--- src/rtl/countdown_regs_if.sv ---
// Bundles the preset/clear, control and status signals of the countdown register stage.
// The master drives preset/clear/start/en; the slave (countdown_regs) returns value and status.
interface countdown_regs_if;
    logic [1:0] psDS;
    logic [1:0] psUS;
    logic [1:0] clDS;
    logic [1:0] clUS;
    logic       start;
    logic       en;
    logic [1:0] cnt_DS;
    logic [1:0] cnt_US;
    logic       running;
    logic       done;
    logic       zero_pulse;

    modport master (
        output psDS, psUS, clDS, clUS, start, en,
        input  cnt_DS, cnt_US, running, done, zero_pulse
    );

    modport slave (
        input  psDS, psUS, clDS, clUS, start, en,
        output cnt_DS, cnt_US, running, done, zero_pulse
    );
endinterface

--- src/rtl/countdown_regs.sv ---
// Countdown register stage: captures preset/clear loads into {DS,US}, then counts down per tick.
// Optional macro AUTO_RELOAD_EN: a zero tick reloads the shadow value and keeps running.
module countdown_regs #(
    parameter int unsigned DIV = 4
) (
    input  logic             clk,
    input  logic             rst_n,
    countdown_regs_if.slave  bus
);
    localparam int unsigned PW = (DIV > 2) ? $clog2(DIV) : 1;
    localparam logic [PW-1:0] PresTop = PW'(DIV - 1);

    typedef enum logic [1:0] {StIdle, StLoaded, StRunning, StDone} state_e;

    state_e        r_state, w_state_d;
    logic [3:0]    r_value, w_value_d;
    logic [3:0]    r_shadow, w_shadow_d;
    logic [PW-1:0] r_presc, w_presc_d;
    logic          r_zero_pulse, w_zero_pulse_d;

    logic [3:0]    w_ps, w_cl, w_new_value;
    logic          w_load, w_tick, w_zero_tick, w_auto;

    assign w_ps        = {bus.psDS, bus.psUS};
    assign w_cl        = {bus.clDS, bus.clUS};
    assign w_load      = |{w_ps, w_cl};
    // Preset beats clear on the same bit; untouched bits hold.
    assign w_new_value = w_ps | (~w_cl & r_value);
    assign w_tick      = (r_state == StRunning) && bus.en && (r_presc == PresTop);
    assign w_zero_tick = w_tick && (r_value == 4'd1);

`ifdef AUTO_RELOAD_EN
    assign w_auto = w_zero_tick && (r_shadow != 4'd0);
`else
    assign w_auto = 1'b0;
`endif

    always_ff @(posedge clk) begin
        if (!rst_n) begin
            r_state      <= StIdle;
            r_value      <= 4'd0;
            r_shadow     <= 4'd0;
            r_presc      <= '0;
            r_zero_pulse <= 1'b0;
        end else begin
            r_state      <= w_state_d;
            r_value      <= w_value_d;
            r_shadow     <= w_shadow_d;
            r_presc      <= w_presc_d;
            r_zero_pulse <= w_zero_pulse_d;
        end
    end

    always_comb begin
        w_state_d = r_state;
        if (w_load) begin
            w_state_d = StLoaded;
        end else begin
            case (r_state)
                StIdle:    w_state_d = StIdle;
                StLoaded:  if (bus.start) w_state_d = (r_value == 4'd0) ? StDone : StRunning;
                StRunning: if (w_zero_tick && !w_auto) w_state_d = StDone;
                StDone:    if (bus.start && (r_shadow != 4'd0)) w_state_d = StRunning;
                default:   w_state_d = StIdle;
            endcase
        end
    end

    always_comb begin
        w_value_d      = r_value;
        w_shadow_d     = r_shadow;
        w_presc_d      = r_presc;
        w_zero_pulse_d = 1'b0;
        if (w_load) begin
            w_value_d  = w_new_value;
            w_shadow_d = w_new_value;
            w_presc_d  = '0;
        end else begin
            case (r_state)
                StLoaded: begin
                    if (bus.start) w_presc_d = '0;
                end
                StRunning: begin
                    if (bus.en) begin
                        if (w_tick) begin
                            w_presc_d = '0;
                            if (w_zero_tick) begin
                                w_zero_pulse_d = 1'b1;
                                w_value_d      = w_auto ? r_shadow : 4'd0;
                            end else if (r_value != 4'd0) begin
                                w_value_d = r_value - 4'd1;
                            end
                        end else begin
                            w_presc_d = r_presc + PW'(1);
                        end
                    end
                end
                StDone: begin
                    w_value_d = 4'd0;
                    if (bus.start && (r_shadow != 4'd0)) begin
                        w_value_d = r_shadow;
                        w_presc_d = '0;
                    end
                end
                default: ;
            endcase
        end
    end

    assign bus.cnt_DS     = r_value[3:2];
    assign bus.cnt_US     = r_value[1:0];
    assign bus.running    = (r_state == StRunning);
    assign bus.done       = (r_state == StDone);
    assign bus.zero_pulse = r_zero_pulse;
endmodule
--- src/flat_wrapper.sv ---
// flat-port wrapper written by rule: the top's interface ports become plain ports
module countdown_regs_flat 
#(
    parameter int unsigned DIV = 4
)
  (clk, rst_n, bus_psDS, bus_psUS, bus_clDS, bus_clUS, bus_start, bus_en, bus_cnt_DS, bus_cnt_US, bus_running, bus_done, bus_zero_pulse);
  countdown_regs_if bus_i ();
  input  logic clk;
  input  logic rst_n;
  input wire logic [$bits(bus_i.psDS)-1:0] bus_psDS;
  input wire logic [$bits(bus_i.psUS)-1:0] bus_psUS;
  input wire logic [$bits(bus_i.clDS)-1:0] bus_clDS;
  input wire logic [$bits(bus_i.clUS)-1:0] bus_clUS;
  input wire logic [$bits(bus_i.start)-1:0] bus_start;
  input wire logic [$bits(bus_i.en)-1:0] bus_en;
  output wire logic [$bits(bus_i.cnt_DS)-1:0] bus_cnt_DS;
  output wire logic [$bits(bus_i.cnt_US)-1:0] bus_cnt_US;
  output wire logic [$bits(bus_i.running)-1:0] bus_running;
  output wire logic [$bits(bus_i.done)-1:0] bus_done;
  output wire logic [$bits(bus_i.zero_pulse)-1:0] bus_zero_pulse;
  assign bus_i.psDS = bus_psDS;
  assign bus_i.psUS = bus_psUS;
  assign bus_i.clDS = bus_clDS;
  assign bus_i.clUS = bus_clUS;
  assign bus_i.start = bus_start;
  assign bus_i.en = bus_en;
  assign bus_cnt_DS = bus_i.cnt_DS;
  assign bus_cnt_US = bus_i.cnt_US;
  assign bus_running = bus_i.running;
  assign bus_done = bus_i.done;
  assign bus_zero_pulse = bus_i.zero_pulse;
  countdown_regs #(.DIV(DIV)) u_core (.clk(clk), .rst_n(rst_n), .bus(bus_i));
endmodule
--- config.mk ---
export PLATFORM = sky130hd
export DESIGN_NAME = countdown_regs_flat
export DESIGN_NICKNAME = d
export VERILOG_FILES = /design/src/rtl/countdown_regs_if.sv /design/src/rtl/countdown_regs.sv /design/src/flat_wrapper.sv
export SDC_FILE = /design/constraint.sdc
export NUM_CORES = 1
export LEC_CHECK = 0
export CAP_MARGIN = 0
export CORE_UTILIZATION = 42
export CTS_BUF_LIST = sky130_fd_sc_hd__clkbuf_4 sky130_fd_sc_hd__clkbuf_8 sky130_fd_sc_hd__clkbuf_16
export CTS_CLUSTER_DIAMETER = 40
export DETAILED_ROUTE_END_ITERATION = 7
export PLACE_DENSITY = 0.66
export SLEW_MARGIN = 20
export SYNTH_ARGS = -nofsm -noshare
export SYNTH_HDL_FRONTEND = slang
export SYNTH_SLANG_ARGS = --single-unit
export TNS_END_PERCENT = 100
--- constraint.sdc ---
create_clock -name clk -period 4.6 [get_ports clk]
set_clock_uncertainty 0.2 [all_clocks]
set_input_delay 0.46 -clock clk [delete_from_list [all_inputs] [get_ports clk]]
set_output_delay 0.46 -clock clk [all_outputs]
set_load 0.01 [all_outputs]
======== Word level (Yosys, flattened, before mapping) ========
Cells that the tools add are included.
word-level totals
  register bits after elaboration ......... 13
cells by class
  $add $sub $neg .......................... 2
  equal/unequal tests ..................... 15
  muxes and demuxes ....................... 19
  bitwise gates (word level) .............. 7
  reduce and logical (&&, ||, !) cells .... 17
operators with widths
  operator                                               count
  2-to-1 mux 4 bit                                       6
  2-to-1 mux 2 bit                                       7
  OR reduction 12 bit                                    1
  inequality test 3 x 1 -> 1 bit, second input constant  3
  OR reduction 9 bit                                     1
  case mux 2 bit (4 select lines)                        1
  case mux 4 bit (2 select lines)                        1
  AND reduction 4 bit                                    2
  nonzero test 4 bit                                     2
  OR reduction 8 bit                                     1
  == test 2 bit, second input constant                   3
  inequality test 3 x 2 -> 1 bit, second input constant  2
  case mux 2 bit (3 select lines)                        1
  AND reduction 3 bit                                    2
  nonzero test 3 bit                                     2
  bitwise AND 4 bit                                      1
  == test 4 x 1 -> 1 bit, second input constant          1
  logical AND 1 bit                                      4
  logical NOT 4 bit                                      1
  inequality test 2 x 1 -> 1 bit, second input constant  2
  inequality test 2 bit, second input constant           2
  inequality test 4 x 1 -> 1 bit, second input constant  1
  NOT 1 bit                                              4
  NOT 4 bit                                              1
  other kinds (6)                                        8

======== Depth between registers and ports, before layout ========
  word-level depth ........................ 9
  mapped depth ............................ 6

======== Worst setup path after synthesis ========
No wires, ideal clock.
  path kind ............................... flip-flop to flip-flop
  start ................................... reg u_core.r_value[1]
  end ..................................... reg u_core.r_value[3]
  library setup time ...................... 0.118 ns
  data arrival time ....................... 1.508 ns
  data required time ...................... 4.282 ns
  setup slack ............................. 2.775 ns
  stages on the path, launching flop included .. 7
  clock period less this slack ............ 1.825 ns
  cells stage by stage .................... dfxtp_1 > inv_1 > ha_1 > nor4b_4 > o21ai_2 > or3_1 > o2111a_1
on the way
  cells in the longest elaborated chain, start to end .. 7
  elaborated cells between the ends (all ways) .. 12
  those cells by class .................... add/sub: 1; eq/ne: 2; mux: 6; reduce/logical: 3
RTL lines
  element                                                                     line                                        text
  start, declared                                                             countdown_regs.sv:16                        logic [3:0] r_value, w_value_d;
  start signal, assigned                                                      countdown_regs.sv:47                        r_value <= w_value_d;
  subtractor 4 x 1 -> 4 bit / == test 4 x 1 -> 1 bit (equally long branches)  countdown_regs.sv:91, countdown_regs.sv:30
  2-to-1 mux 4 bit / logical AND 1 bit (equally long branches)                countdown_regs.sv:90, countdown_regs.sv:30
  2-to-1 mux 4 bit                                                            countdown_regs.sv:87                        if (w_zero_tick) begin
  2-to-1 mux 4 bit                                                            countdown_regs.sv:85                        if (w_tick) begin
  2-to-1 mux 4 bit                                                            countdown_regs.sv:84                        if (bus.en) begin
  case mux 4 bit (2 select lines)                                             countdown_regs.sv:79                        case (r_state)
  2-to-1 mux 4 bit                                                            countdown_regs.sv:74                        if (w_load) begin
Several ways; a longest one is shown, not always the timed one. The select of a mux whose other input is x is not followed.
A chain may end at the register's enable or synchronous reset.

======== Worst setup path in the final report ========
  start ................................... reg u_core.r_state[0]
  end ..................................... out bus_done
on the way
  cells in the longest elaborated chain, start to end .. 1
RTL lines
  element                 line                   text
  start, declared         countdown_regs.sv:15   state_e r_state, w_state_d;
  start signal, assigned  countdown_regs.sv:40   r_state <= StIdle;
  start signal, assigned  countdown_regs.sv:46   r_state <= w_state_d;
  == test 2 bit           countdown_regs.sv:113  assign bus.done = (r_state == StDone);
  end, declared           flat_wrapper.sv:19     output wire logic [$bits(bus_i.done)-1:0] bus_done;
Every way passes these cells.

==> impl_summary.log <==
[metrics] Port Buffers: 18
[metrics] clock latency of the later-clocked register in the worst-skew pair: 0.28 ns
[metrics] r2r worst-path depth: 6
[metrics] Unique masters post-synth: 38
[metrics] initial core utilization: 45.8%
[metrics] worst slack, placed: 2.34 ns
[metrics] worst setup slack for register-to-register paths: 2.70 ns
[metrics] post-cts sizing count: 0
[metrics] Max Fanout on Critical Path: 11
[metrics] power per unit of standard cell area: approximately 240 nW/um2
[metrics] synthesized instance count: 93
[metrics] final routed wire length divided by cell count: 13.1 um
[metrics] setup repair after global routing missed its margin: no
[metrics] slew of the pin with the lowest slew margin: 0.405 ns
[metrics] sink count of the clock tree: 13
[metrics] clock input transition at the sequential cells of the worst setup and hold paths: roughly 0.070 ns
[metrics] fraction of layout cells with a size suffix above 1: 11.7%
[metrics] DRT iter0 DRCs: 15
[metrics] die outline area: 2100 um2
[metrics] hold buffer count at cts: 0
[metrics] relative slew slack: 72.9%
[metrics] final net count: 128
[metrics] dominant combinational cell family by area after synthesis: simple AND/OR/NAND/NOR gates
[metrics] sequential share of the synthesized area: roughly a third
[metrics] predominant post-synthesis flop cell: sky130_fd_sc_hd__dfxtp_1
[metrics] worst reg2reg path endpoint: u_core.r_value[3]
[metrics] filler cell count: approximately 170
[metrics] post-CTS repair timing setup buffer count: 0
[metrics] worst reg2reg path startpoint: u_core.r_value[1]
[metrics] antenna viol nets, final: 0
[metrics] CP endpoint kind: output port
[metrics] Setup violations, final: 0
[metrics] final WL: 1790 um
[metrics] Async S/R FF share, synth: 0%
[metrics] length of the first detailed-routing pass in iterations: 4
[metrics] post-synthesis share of cell area spent on full adders, half adders and majority gates: 6.19%
[metrics] yosys warns: 0
[metrics] proportion of synthesized area in mux cells: 1.24%
[metrics] number of placed instances, taps included: 132
[metrics] startpoint of the worst hold path: u_core.r_shadow[1]
[metrics] number of enable flip-flop cells after synthesis: 0
[metrics] largest net degree at the start of global routing: 12
[metrics] period utilisation layout: 47.8%
[metrics] static leakage: a little under 0.0004 uW
[metrics] wire length of the first global-routing pass: approximately 3000 um
[metrics] layout overhead on the synthesized area: 26.0%
[metrics] row count: 15
[metrics] end point of the worst hold path: u_core.r_shadow[1]
[metrics] placer congestion estimate: 0.877
[metrics] critical path data required time: 3.94 ns
[metrics] simple-gate portion of the synthesized area: 29.3%
[metrics] Cell Count, Final, Fillers Out: 136
[metrics] all-layer global routing usage: 20.4%
[metrics] average footprint of a synthesized cell: 8.69 um2
[metrics] status: completed
[metrics] Clock Root Buffer: sky130_fd_sc_hd__clkbuf_4
[metrics] flip-flop and latch count after synthesis: 13
[metrics] half-perimeter wire length after placement: between 1000 and 1500 um
[metrics] average via count per standard cell: ~5.5
[metrics] remaining global-route overflow: 0
[metrics] Synthesized Nets: 109
[metrics] Worst Setup Slack, final: ~2.4 ns
[metrics] critical path data arrival time: between 1.5 and 2 ns
[metrics] cell area after technology mapping: approximately 810 um2
[metrics] xor/xnor cell area share of the yosys netlist: ~2.2%
[metrics] clock tree from TritonCTS: yes
[metrics] Highest Clock Rate: about 450 MHz
[metrics] final count of pins violating max slew: 0
[metrics] Hold Vio Cnt, Final: 0
[metrics] Clock Tree Buf Depth: 2
[metrics] die height: 45.9 um
[metrics] number of global-route vias before repair: 672
[metrics] chip width: 45.9 um
[metrics] I/O pin cnt: 19
[metrics] number of antenna violations at the first check in global routing: 0
[metrics] instance count along the most critical hold path: 2
[metrics] classification of the worst setup path: reg -> out
[metrics] number of maximum-capacitance constraint violations: 0
[metrics] via count: 751
[metrics] Setup crit start kind: register
[metrics] footprint of the multi-input gates: around 500 um2
[metrics] path class of the lowest-slack min-delay path: reg -> reg
[metrics] number of H-tree branching levels: 1
[metrics] Final TNS setup: 0 ns
[metrics] DRC Markers: 0
[metrics] Register Area: 260 um2
[metrics] number of buffers created by CTS: 3
[metrics] Floorplan Core Area: 1760 um2
[metrics] ANT cells: 0
[metrics] area fraction in compound gates after synthesis: 22.3%
[metrics] VDD IR max: between 0.0002 and 0.0003 V
[metrics] Min Clock Period, post-route: 2.20 ns
==> area by class of cell <==
class,instances,share of cell area [%]
Multi-Input combinational cell,70,48.5
Sequential cell,13,25.6
Inverter,6,2.21
Timing Repair Buffer,18,17.7
Clock buffer,4,2.95
Tap cell,25,3.07
==> through the flow <==
stage               utilization (%)  area, um2  hold WS, ns  total power [uW]
finish                         57.7       1020        0.271               245
global route                   57.7       1020        0.298               256
CTS                            57.7       1020        0.275               248
detailed placement             56.0        988        0.263               172
global placement               56.0        988        0.268               172
floorplan                         -        808        0.239               150
==> layout by cell type, fill, tap and decap left out, types with 2 or more instances in the layout <==
cell type and n:
sky130_fd_sc_hd__a21oi_1 6, sky130_fd_sc_hd__a221oi_1 2, sky130_fd_sc_hd__a31oi_1 3, sky130_fd_sc_hd__and2_1 2, sky130_fd_sc_hd__clkbuf_4 4, sky130_fd_sc_hd__clkdlybuf4s50_1 18, sky130_fd_sc_hd__dfxtp_1 13, sky130_fd_sc_hd__ha_1 4
sky130_fd_sc_hd__inv_1 6, sky130_fd_sc_hd__nand2_1 8, sky130_fd_sc_hd__nand2_2 2, sky130_fd_sc_hd__nand3_1 7, sky130_fd_sc_hd__nor2_1 5, sky130_fd_sc_hd__nor3_1 2, sky130_fd_sc_hd__nor4_2 2, sky130_fd_sc_hd__o21ai_0 3
sky130_fd_sc_hd__o21bai_1 2, sky130_fd_sc_hd__or3_1 2, sky130_fd_sc_hd__xor2_1 2
==> worst max path at each step <==
stage	from	end	depth (start not counted)
after floorplan	u_core.r_value[1]	u_core.r_value[3]	6
after global placement	bus_clDS[1]	u_core.r_value[2]	5
after detailed placement	bus_psDS[1]	u_core.r_value[2]	5
after CTS	u_core.r_state[0]	bus_done	3
after global routing	u_core.r_state[0]	bus_done	3
final	u_core.r_state[0]	bus_done	3
==> cell families (layout without fill, tap and decap cells) <==
kind of cell / after synthesis / in the layout
and+or+nand+nor: 38 / 38
muxes: 1 / 1
buffers and inverters: 10 / 28
AOI/OAI and AO/OA: 25 / 25
DFF: 13 / 13
adders and majority gates: 4 / 4
xor gates and xnor gates: 2 / 2
==> report_power, final <==
part / total [uW] / internal (uW) / switching [uW]
clock: 76.6 / 39.6 / 37.0
sequential: 125 / 118 / 7.69
combinational: 43.4 / 24.7 / 18.7
total: 245 / 182 / 63.4
==> flip-flops by register name, summed over array words and instances, names as in the netlist <==
| signal | count |
|---|---|
| u_core.r_presc | 2 |
| u_core.r_value | 4 |
| u_core.r_shadow | 4 |
| u_core.r_state | 2 |
| u_core.bus.zero_pulse | 1 |
==> Yosys cell counts (2+ instances only) <==
cell,n,area share (%)
sky130_fd_sc_hd__nor4_2,2,3.1
sky130_fd_sc_hd__buf_6,2,2.8
sky130_fd_sc_hd__a221oi_1,2,2.2
sky130_fd_sc_hd__xor2_1,2,2.2
sky130_fd_sc_hd__a31oi_1,3,2.3
sky130_fd_sc_hd__dfxtp_1,13,32
sky130_fd_sc_hd__and2_1,2,1.5
sky130_fd_sc_hd__nand2_1,8,3.7
sky130_fd_sc_hd__nor3_1,2,1.2
sky130_fd_sc_hd__o21bai_1,2,1.9
sky130_fd_sc_hd__inv_1,6,2.8
sky130_fd_sc_hd__ha_1,4,6.2
sky130_fd_sc_hd__o21ai_0,3,1.9
sky130_fd_sc_hd__nor2_1,5,2.3
sky130_fd_sc_hd__nand2_2,2,1.5
sky130_fd_sc_hd__a21oi_1,6,3.7
sky130_fd_sc_hd__or3_1,2,1.5
sky130_fd_sc_hd__nand3_1,7,4.3
==> worst max-delay path, cell delays in order (launching register included) <==
cell,delay (ns)
sky130_fd_sc_hd__dfxtp_1,0.51
sky130_fd_sc_hd__nand2_1,0.16
sky130_fd_sc_hd__inv_1,0.07
sky130_fd_sc_hd__clkdlybuf4s50_1,0.52
==> metal layers <==
layer  vias up  routed length, um  global-route usage (%)
met1       353                858                    29.5
li1        374                  -                       -
met2        20                806                    28.5
met5         -                  0                       0
met3         4                 80                    3.57
met4         0                 42                    10.6
Note: power is estimated with default switching activity, not from simulation.
